**config.mk**
```make
export PLATFORM = sky130hd
export DESIGN_NAME = arbiter_8way
export DESIGN_NICKNAME = d
export VERILOG_FILES = /design/src/rtl/arb_pkg.sv /design/src/rtl/grant_dec3to8.sv /design/src/rtl/arbiter_8way.sv
export SDC_FILE = /design/constraint.sdc
export NUM_CORES = 1
export LEC_CHECK = 0
export CAP_MARGIN = 30
export CORE_MARGIN = 2
export CORE_UTILIZATION = 40
export DETAILED_ROUTE_END_ITERATION = 16
export SLEW_MARGIN = 20
export SYNTH_ARGS = -nofsm -noshare
export SYNTH_HDL_FRONTEND = slang
export SYNTH_SLANG_ARGS = --single-unit
export TNS_END_PERCENT = 5
```
**constraint.sdc**
```tcl
create_clock -name clk -period 3.3 [get_ports clk]
set_clock_uncertainty 0.15 [all_clocks]
set_input_delay 0.99 -clock clk [delete_from_list [all_inputs] [get_ports clk]]
set_output_delay 0.99 -clock clk [all_outputs]
set_load 0.005 [all_outputs]
```
**src/rtl/arb_pkg.sv**
```systemverilog
// Shared definitions for the 8-way round-robin arbiter.
//   NUM_REQ     : number of requesters
//   IDX_W       : width of a requester index
//   arb_state_e : two-state arbitration FSM encoding
//   rr_pick     : round-robin winner search starting after the last owner
package arb_pkg;

    localparam int NUM_REQ = 8;
    localparam int IDX_W   = 3;

    typedef enum logic {
        IDLE = 1'b0,
        BUSY = 1'b1
    } arb_state_e;

    // Returns the first set request bit in the order last+1, last+2, ...
    // wrapping naturally in IDX_W bits. The last owner itself is searched
    // last, so it only wins again when nobody else is requesting.
    // Callers guarantee req is non-zero.
    function automatic logic [IDX_W-1:0] rr_pick(
        input logic [NUM_REQ-1:0] req,
        input logic [IDX_W-1:0]   last
    );
        logic [IDX_W-1:0] pick;
        logic [IDX_W-1:0] cand;
        logic             found;
        pick  = last;
        found = 1'b0;
        for (int k = 1; k <= NUM_REQ; k++) begin
            cand = last + IDX_W'(k);
            if (!found && req[cand]) begin
                pick  = cand;
                found = 1'b1;
            end
        end
        return pick;
    endfunction

endpackage

```
**src/rtl/grant_dec3to8.sv**
```systemverilog
// Combinational 3-to-8 one-hot decoder with enable.
//   idx_i : binary index
//   en_i  : output is all-zero when low
//   oh_o  : one-hot decode of idx_i, gated by en_i
module grant_dec3to8
    import arb_pkg::*;
(
    input  logic [IDX_W-1:0]   idx_i,
    input  logic               en_i,
    output logic [NUM_REQ-1:0] oh_o
);

    generate
        for (genvar gi = 0; gi < NUM_REQ; gi++) begin : g_dec
            assign oh_o[gi] = en_i && (idx_i == IDX_W'(gi));
        end
    endgenerate

endmodule

```
**src/rtl/arbiter_8way.sv**
```systemverilog
// Eight-requester round-robin arbiter with bounded grant tenure.
//   MAX_HOLD  : maximum tenure in cycles before a contended owner is preempted
//   clk       : clock, rising edge
//   rst       : synchronous active-high reset
//   req       : request levels, bit i = requester i
//   gnt       : registered one-hot grant, zero when no owner
//   gnt_idx   : binary index of the owner, zero when no owner
//   gnt_valid : high while an owner holds the grant
//   preempt   : one-cycle pulse in the guard cycle after a timeout release
// Every owner change passes through at least one IDLE cycle with gnt=0.
module arbiter_8way
    import arb_pkg::*;
#(
    parameter int MAX_HOLD = 16
) (
    input  logic               clk,
    input  logic               rst,
    input  logic [NUM_REQ-1:0] req,
    output logic [NUM_REQ-1:0] gnt,
    output logic [IDX_W-1:0]   gnt_idx,
    output logic               gnt_valid,
    output logic               preempt
);

    localparam logic [7:0] HOLD_LAST = 8'(MAX_HOLD - 1);

    arb_state_e       state_q, state_d;
    logic [IDX_W-1:0] gnt_idx_q, gnt_idx_d;
    logic [IDX_W-1:0] last_idx_q, last_idx_d;
    logic [7:0]       hold_cnt_q, hold_cnt_d;
    logic             preempt_q, preempt_d;

    logic             owner_req;
    logic             other_req;

    assign gnt_valid = (state_q == BUSY);
    assign gnt_idx   = gnt_idx_q;
    assign preempt   = preempt_q;

    grant_dec3to8 u_dec (
        .idx_i (gnt_idx_q),
        .en_i  (gnt_valid),
        .oh_o  (gnt)
    );

    // Only meaningful in BUSY, where gnt is the owner's one-hot mask.
    assign owner_req = req[gnt_idx_q];
    assign other_req = |(req & ~gnt);

    always_comb begin
        state_d    = state_q;
        gnt_idx_d  = gnt_idx_q;
        last_idx_d = last_idx_q;
        hold_cnt_d = hold_cnt_q;
        preempt_d  = 1'b0;
        unique case (state_q)
            IDLE: begin
                if (|req) begin
                    gnt_idx_d  = rr_pick(req, last_idx_q);
                    last_idx_d = rr_pick(req, last_idx_q);
                    hold_cnt_d = 8'd0;
                    state_d    = BUSY;
                end
            end
            BUSY: begin
                // Release takes priority over timeout, so a simultaneous
                // drop of the owner's request never pulses preempt.
                if (!owner_req) begin
                    state_d   = IDLE;
                    gnt_idx_d = '0;
                end else if (hold_cnt_q == HOLD_LAST && other_req) begin
                    state_d   = IDLE;
                    gnt_idx_d = '0;
                    preempt_d = 1'b1;
                end else if (hold_cnt_q != HOLD_LAST) begin
                    hold_cnt_d = hold_cnt_q + 8'd1;
                end
            end
            default: begin
                state_d = IDLE;
            end
        endcase
    end

    always_ff @(posedge clk) begin
        if (rst) begin
            state_q    <= IDLE;
            gnt_idx_q  <= '0;
            last_idx_q <= IDX_W'(NUM_REQ - 1);
            hold_cnt_q <= 8'd0;
            preempt_q  <= 1'b0;
        end else begin
            state_q    <= state_d;
            gnt_idx_q  <= gnt_idx_d;
            last_idx_q <= last_idx_d;
            hold_cnt_q <= hold_cnt_d;
            preempt_q  <= preempt_d;
        end
    end

endmodule

```
==> results of run 1 <==
-- cells in the mapped netlist, drive strengths merged (3+ instances only) --
cell | n | area, um2
a21boi | 3 | 22.5
a21oi | 8 | 40.0
a31oi | 4 | 25.0
buf | 10 | 77.6
clkbuf | 3 | 11.3
dfxtp | 16 | 320
ha | 3 | 37.5
inv | 6 | 22.5
mux2 | 3 | 33.8
mux2i | 11 | 164
mux4 | 14 | 334
nand2 | 16 | 60.1
nand2b | 4 | 25.0
nand3 | 8 | 40.0
nand4 | 5 | 46.3
nor2 | 26 | 97.6
nor2b | 4 | 25.0
nor3 | 4 | 20.0
nor4 | 3 | 18.8
o21ai | 7 | 35.0
xnor2 | 3 | 41.3
xor2 | 6 | 60.1
-- worst max-delay path, cell delays in order (launching register included) --
cell     delay [ns]
dfxtp_1        0.33
inv_1          0.11
ha_1           0.54
mux4_2         0.65
mux2i_4        0.22
buf_4          0.17
nand3_1        0.12
a31o_1         0.23
o21ai_1        0.12
nand3_1        0.13
a31oi_1        0.18
-- worst max-delay path by stage --
stage,from,cells past startpoint,slack (ns),to
3_5_place_dp,req[2],8,-0.27,gnt_idx[0]
2_1_floorplan,req[1],7,0.28,last_idx_q[1]
4_1_cts,req[6],9,0.02,gnt_idx[2]
6_report,last_idx_q[0],10,0.26,gnt_idx[2]
5_1_grt,last_idx_q[0],10,0.08,gnt_idx[2]
3_3_place_gp,req[2],8,-0.26,gnt_idx[0]
-- power breakdown --
group	leakage (nW)	internal, mW	switching [mW]
Combinational	0.793	0.821	0.765
Clock	0.0288	0.106	0.0621
Sequential	0.131	0.224	0.0567
-- routing by layer --
layer  part of all wire, %  routed length (um)
met4                  0.81                  36
met1                    47                2080
met3                   2.5                 111
met5                     0                   0
met2                    50                2240
-- area by class of cell --
| class | instances | area (um2) | area share, % |
|---|---|---|---|
| multi-input cells | 164 | 1400 | 59.7 |
| flip-flops and latches | 16 | 320 | 13.7 |
| clock buffers | 4 | 55.1 | 2.35 |
| inverters | 6 | 22.5 | 0.963 |
| repair buffers | 54 | 480 | 20.5 |
| well taps | 52 | 65.1 | 2.78 |
-- metrics by stage --
stage                     power, mW  setup slack [ns]  instance area (um2)
after global routing           2.20            0.0814                 2340
after floorplan                1.37             0.280                 1830
after global placement         1.85            -0.257                 2260
after detailed placement       1.85            -0.266                 2260
after CTS                      2.03            0.0183                 2310
final                          2.04             0.263                 2340
-- cell families after synthesis --
family	synth area share, %
buffers and inverters	6.08
muxes	29.0
AOI/OAI and AO/OA	17.6
DFF	17.5
adders and majority gates	2.05
and+or+nand+nor	22.2
xor gates and xnor gates	5.53
-- what timing repair did --
action / 4_1_cts / 5_1_grt
setup endpoints to repair: 2 / 4
resized for setup: 1 / 8
setup buffers: 0 / 1
pin swaps: 0 / 2
hold endpoints to repair: 0 / 0
-- flip-flops by register name, summed over array words and instances, names as in the netlist --
register,cells
gnt_idx,3
last_idx_q,3
hold_cnt_q,8
preempt,1
gnt_valid,1
==> impl_metrics.toml, run 1 <==
[hold_path]
min-delay-path-class = "flop to flop"
min-delay-start = "hold_cnt_q[7]"
hold_path_end = "hold_cnt_q[7]"
holdPathStages = 2

[floorplanning]
pin_count = 23
dieArea_um2 = 5140
die_w_um = 71.7
die_height_um = 71.7
row_count = 24
start_util_pct = 41.8
coreArea_um2 = 4380

[logic_synthesis]
ys_ff_latch = 16
syn_area_um2 = 1830
postSynthCellCount = 199
async_reset_ff_share_pct = 0
syn_nets = 212
avgSynthCellArea_um2 = 9.20
yosysWarnings = 0
synth-main-ff-cell = "dfxtp_1"
ys_seq_area_share_pct = 17.5
synth_edf_count = 0
synth_cell_types = 58

[cells_and_area]
drive_gt1_share_pct = 25.8
final_core_util_pct = 53.4
nets = 258
antennaDiodeCount = 0
final_cells = 296
fillers = 395
area_growth_syn_to_layout_pct = 27.7
final_common_cell = "buf_4"
final_cell_mix = "32 x buf_4, 26 x nor2_1, 16 x nand2_1, 16 x dfxtp_1, 14 x clkdlybuf4s50_1"

[timing]
worst_pin_slew_ns = 0.457
finalMaxSlewViolations = 0
rsz0062_at_grt = "false"
period_share_pct = 92.0
max_freq_mhz = 329
slew-limit-headroom_pct = 69.5
fin_crit_ns = 3.04
holdWs_ns = 0.373
tns_ns = 0
setup_viol = 0
hold_violations = 0

[worst_setup_path]
path_class = "flop to flop"
r2r-end = "gnt_idx[2]"
r2r_start = "last_idx_q[0]"
critPathCaptureType = "flop"
reg2regPathDepth = 10
cp.arrival_ns = 3.06
r2r_setup_slack_ns = 0.26
critPathMaxFanout = 9
required_ns = 3.32
start_kind = "flop"

[global_route]
grt_antenna_before_repair = 0
grt_pass1_vias = 1664
use_met2_pct = 31.9
use_met1_pct = 23.7
grt_overflow = 0
grt_max_degree = 13
top_usage_layer = "met2"
grt_pass1_wl_um = 7530
grtUsageTotal_pct = 18.3
use_met3_pct = 2.81

[placed_design]
dp_hpwl_um = 3510
dp.cells = 291
portBuffers = 22
globalplace.congestion = 0.923

[clocking]
htree_num_levels = 1
cts_max_path_buffers = 2
numCtsBuffers = 3
cts_root_buf = "clkbuf_8"
cts_hold_buf = 0
clock-sinks = 16
clock_latency_ns = 0.24
cts_tree = "yes"
clkSlewWorstSetupHoldPaths_ns = 0.06

[detailed_routing]
drt-pass1-iter-count = 4
vias_per_cell = 5.73
drt-total-wl_um = 4460
route.detailed.wl_per_inst_um = 15.1
ant_nets = 0
vias = 1697
drc_errors = 0
drtIter0Drc = 103

[run_status]
outcome = "finished, final reports clean"

[power]
ir_worst_vdd_uv = 337
p_leak_nw = 0.953
power.density_nw_per_um2 = 870

[job]
max-cap-violations = 0
Power figures use the tool's default switching activity.
==> inputs of run 2 (changes only) <==
Settings changed: ABC_AREA set to 1.
==> run 2 against run 1 <==
Net effect:
- wire length is 5.6% lower
- via count up 4.3%
- clock power increased by 3%
- sequential share of layout area increased by 1.6 points
- final area decreased by 11%
- critical path depth rose by 6
- critical path type is now primary input to flop
- critical endpoint unchanged
==> impl_metrics.toml, run 2 <==
[run_status]
outcome = "finished, final reports clean"

[worst_setup_path]
critPathCaptureType = "flop"
cp_cell_sequence = "clkdlybuf4s50_1 > nand2_1 > nand3_2 > nand2_2 > nand2_2 > nand2_2 > inv_2 > nor2_8 > nand3_4 > nor2_2 > nor2_1 > nand2_1 > nand2_1 > nand2_1 > nand3_2 > a21oi_2"
cp.arrival_ns = 2.91
reg2regPathDepth = 16
r2r_start = "last_idx_q[1]"
cp_num_cells = 16
path_class = "primary input to flop"
start_kind = "primary input"
cpPeakStageDelay_ns = 0.54
crit_slowest_cell = "clkdlybuf4s50_1"
path_delay_family = "simple AND/OR/NAND/NOR gates"
r2r-end = "gnt_idx[2]"
required_ns = 3.33
crit_top_cell = "nand2_1"
cp_num_buf_inv = 2
critPathMaxFanout = 5
r2r_setup_slack_ns = 0.84

[timing]
tns_ns = 0
period_share_pct = 87.2
slew-limit-headroom_pct = 63.4
holdWs_ns = 0.333
fin_crit_ns = 2.88
max_freq_mhz = 347
setup_viol = 0
worst_slack_ns = 0.422
worst_pin_slew_ns = 0.548
rsz0062_at_grt = "false"
finalMaxSlewViolations = 0
hold_violations = 0

[floorplanning]
dieArea_um2 = 4970
die_height_um = 70.5
start_util_pct = 41.2
row_count = 24
pin_count = 23
die_w_um = 70.5
coreArea_um2 = 4290

[clocking]
postCtsResizedCells = 0
clock-sinks = 16
cts_tree = "yes"
numCtsBuffers = 3
cts_setup_buffers = 0
cts_max_path_buffers = 2
cts_hold_buf = 0
cts_root_buf = "clkbuf_8"
clock_latency_ns = 0.25
htree_num_levels = 1
clkSlewWorstSetupHoldPaths_ns = 0.06

[global_route]
grt_antenna_before_repair = 0
grtUsageTotal_pct = 17.2
grt_max_degree = 15
grt_overflow = 0
grt_pass1_vias = 1585
grt_pass1_wl_um = 7070

[logic_synthesis]
synth_most_common_cell = "nand2_1"
avgSynthCellArea_um2 = 6.58
yosys-top-cells-area = "dfxtp_1 18%, nand2_1 16%, nand3_2 7.3%"
synth_commonest_cells = "75 x nand2_1, 29 x nor2_1, 22 x nand3_1, 19 x inv_1, 16 x dfxtp_1"
ys_ff_latch = 16
async_reset_ff_share_pct = 0
synth_cell_types = 43
synthMuxAreaShare_pct = 0
synth-xor-area-share_pct = 4.73
synth-main-ff-cell = "dfxtp_1"
yosys.area.top_type = "dfxtp_1"
yosysWarnings = 0
postSynthCellCount = 269
synth.top_cell.area_share_pct = 18.1
ys_seq_area_share_pct = 18.1
synth_compound_area_share_pct = 12.4
yosys.area_share.simple_pct = 52.7
syn_area_um2 = 1770
synth_edf_count = 0
syn_nets = 282
synth_top_family_by_area = "simple AND/OR/NAND/NOR gates"
synthAdderAreaFrac_pct = 2.12

[cells_and_area]
final_area_um2 = 2090
antennaDiodeCount = 0
final_common_cell = "nand2_1"
final_core_util_pct = 48.7
final_cells = 346
fillers = 445
final_cell_mix = "75 x nand2_1, 29 x nor2_1, 22 x nand3_1, 22 x clkdlybuf4s50_1, 19 x inv_1"
largest_register_ffs = 8
nets = 308
area_growth_syn_to_layout_pct = 18.2
top_register = "hold_cnt_q"
drive_gt1_share_pct = 22.4

[detailed_routing]
drt-total-wl_um = 4210
vias_per_cell = 5.12
route.detailed.wl_per_inst_um = 12.2
drtIter0Drc = 109
drt-pass1-iter-count = 4
vias = 1770
ant_nets = 0
drc_errors = 0

[placed_design]
dp_slack_ns = 0.158
dp.cells = 342
placed_area_um2 = 2040
dp_hpwl_um = 3380
globalplace.congestion = 0.830
portBuffers = 22

[power]
p_leak_nw = 0.943
power_mw = 1.94
power.density_nw_per_um2 = 928
ir_worst_vdd_uv = 337

[job]
max-cap-violations = 0

[hold_path]
min-delay-start = "hold_cnt_q[3]"
hold_path_end = "hold_cnt_q[3]"
holdPathStages = 2
min-delay-path-class = "flop to flop"
## run 2: cell count changes in the layout (fill, tap and decap cells not counted), sizes merged, moves of 3 or more
cell / change
nor2b: -4
buf: -27
mux2: -3
mux4: -14
nor2: +9
clkdlybuf4s50: +8
dlymetal6s2s: -8
nand2: +76
a21oi: +5
nand3: +28
mux2i: -11
nand2b: -4
inv: +25
## run 2: worst max-delay path by stage
stage                    end  slack, ns           from
6_report          gnt_idx[2]       0.42         req[0]
2_1_floorplan     gnt_idx[0]       0.86  last_idx_q[0]
4_1_cts           gnt_idx[2]       0.41         req[0]
5_1_grt           gnt_idx[2]       0.20         req[4]
3_5_place_dp      gnt_idx[2]       0.16         req[0]
3_3_place_gp   last_idx_q[1]       0.15         req[0]
## run 2: final cells by class
cell class	count	area [um2]	share of cell area (%)
multi-input cells	216	1270	60.8
clock buffers	4	55.1	2.63
repair buffers	27	258	12.3
well taps	52	65.1	3.11
inverters	31	121	5.80
flip-flops and latches	16	320	15.3
## run 2: kinds of logic (layout without fill, tap and decap cells)
kind of cell             Yosys count  after routing
XOR/XNOR                           7              7
buffers and inverters             37             62
AND/OR/NAND/NOR                  173            173
AO/OA/AOI/OAI                     33             33
adder cells (fa/ha/maj)            3              3
flip-flops                        16             16
## run 2: routing by layer
layer	GRT usage, %	vias up	share of wire, %
li1	-	922	-
met1	23.7	813	48
met2	28.7	31	48
met3	2.14	4	3.6
met4	4.40	0	0.40
met5	0	-	0
## run 2: where the power goes
group          switching (mW)  internal, mW  total (mW)
sequential             0.0525         0.228       0.281
clock                  0.0671         0.106       0.173
combinational           0.946         0.542        1.49
total                    1.07         0.876        1.94
## run 2: worst min-delay path, stage by stage, from the launching register on
cell and delay [ns]:
dfxtp_1 0.33, inv_1 0.06, a21oi_1 0.05
==> inputs of run 3 (changes only) <==
Settings changed: SKIP_CTS_REPAIR_TIMING set to 1.
==> results of run 3 <==
The final DEF is identical to that of run 2; final timing and power are the same.
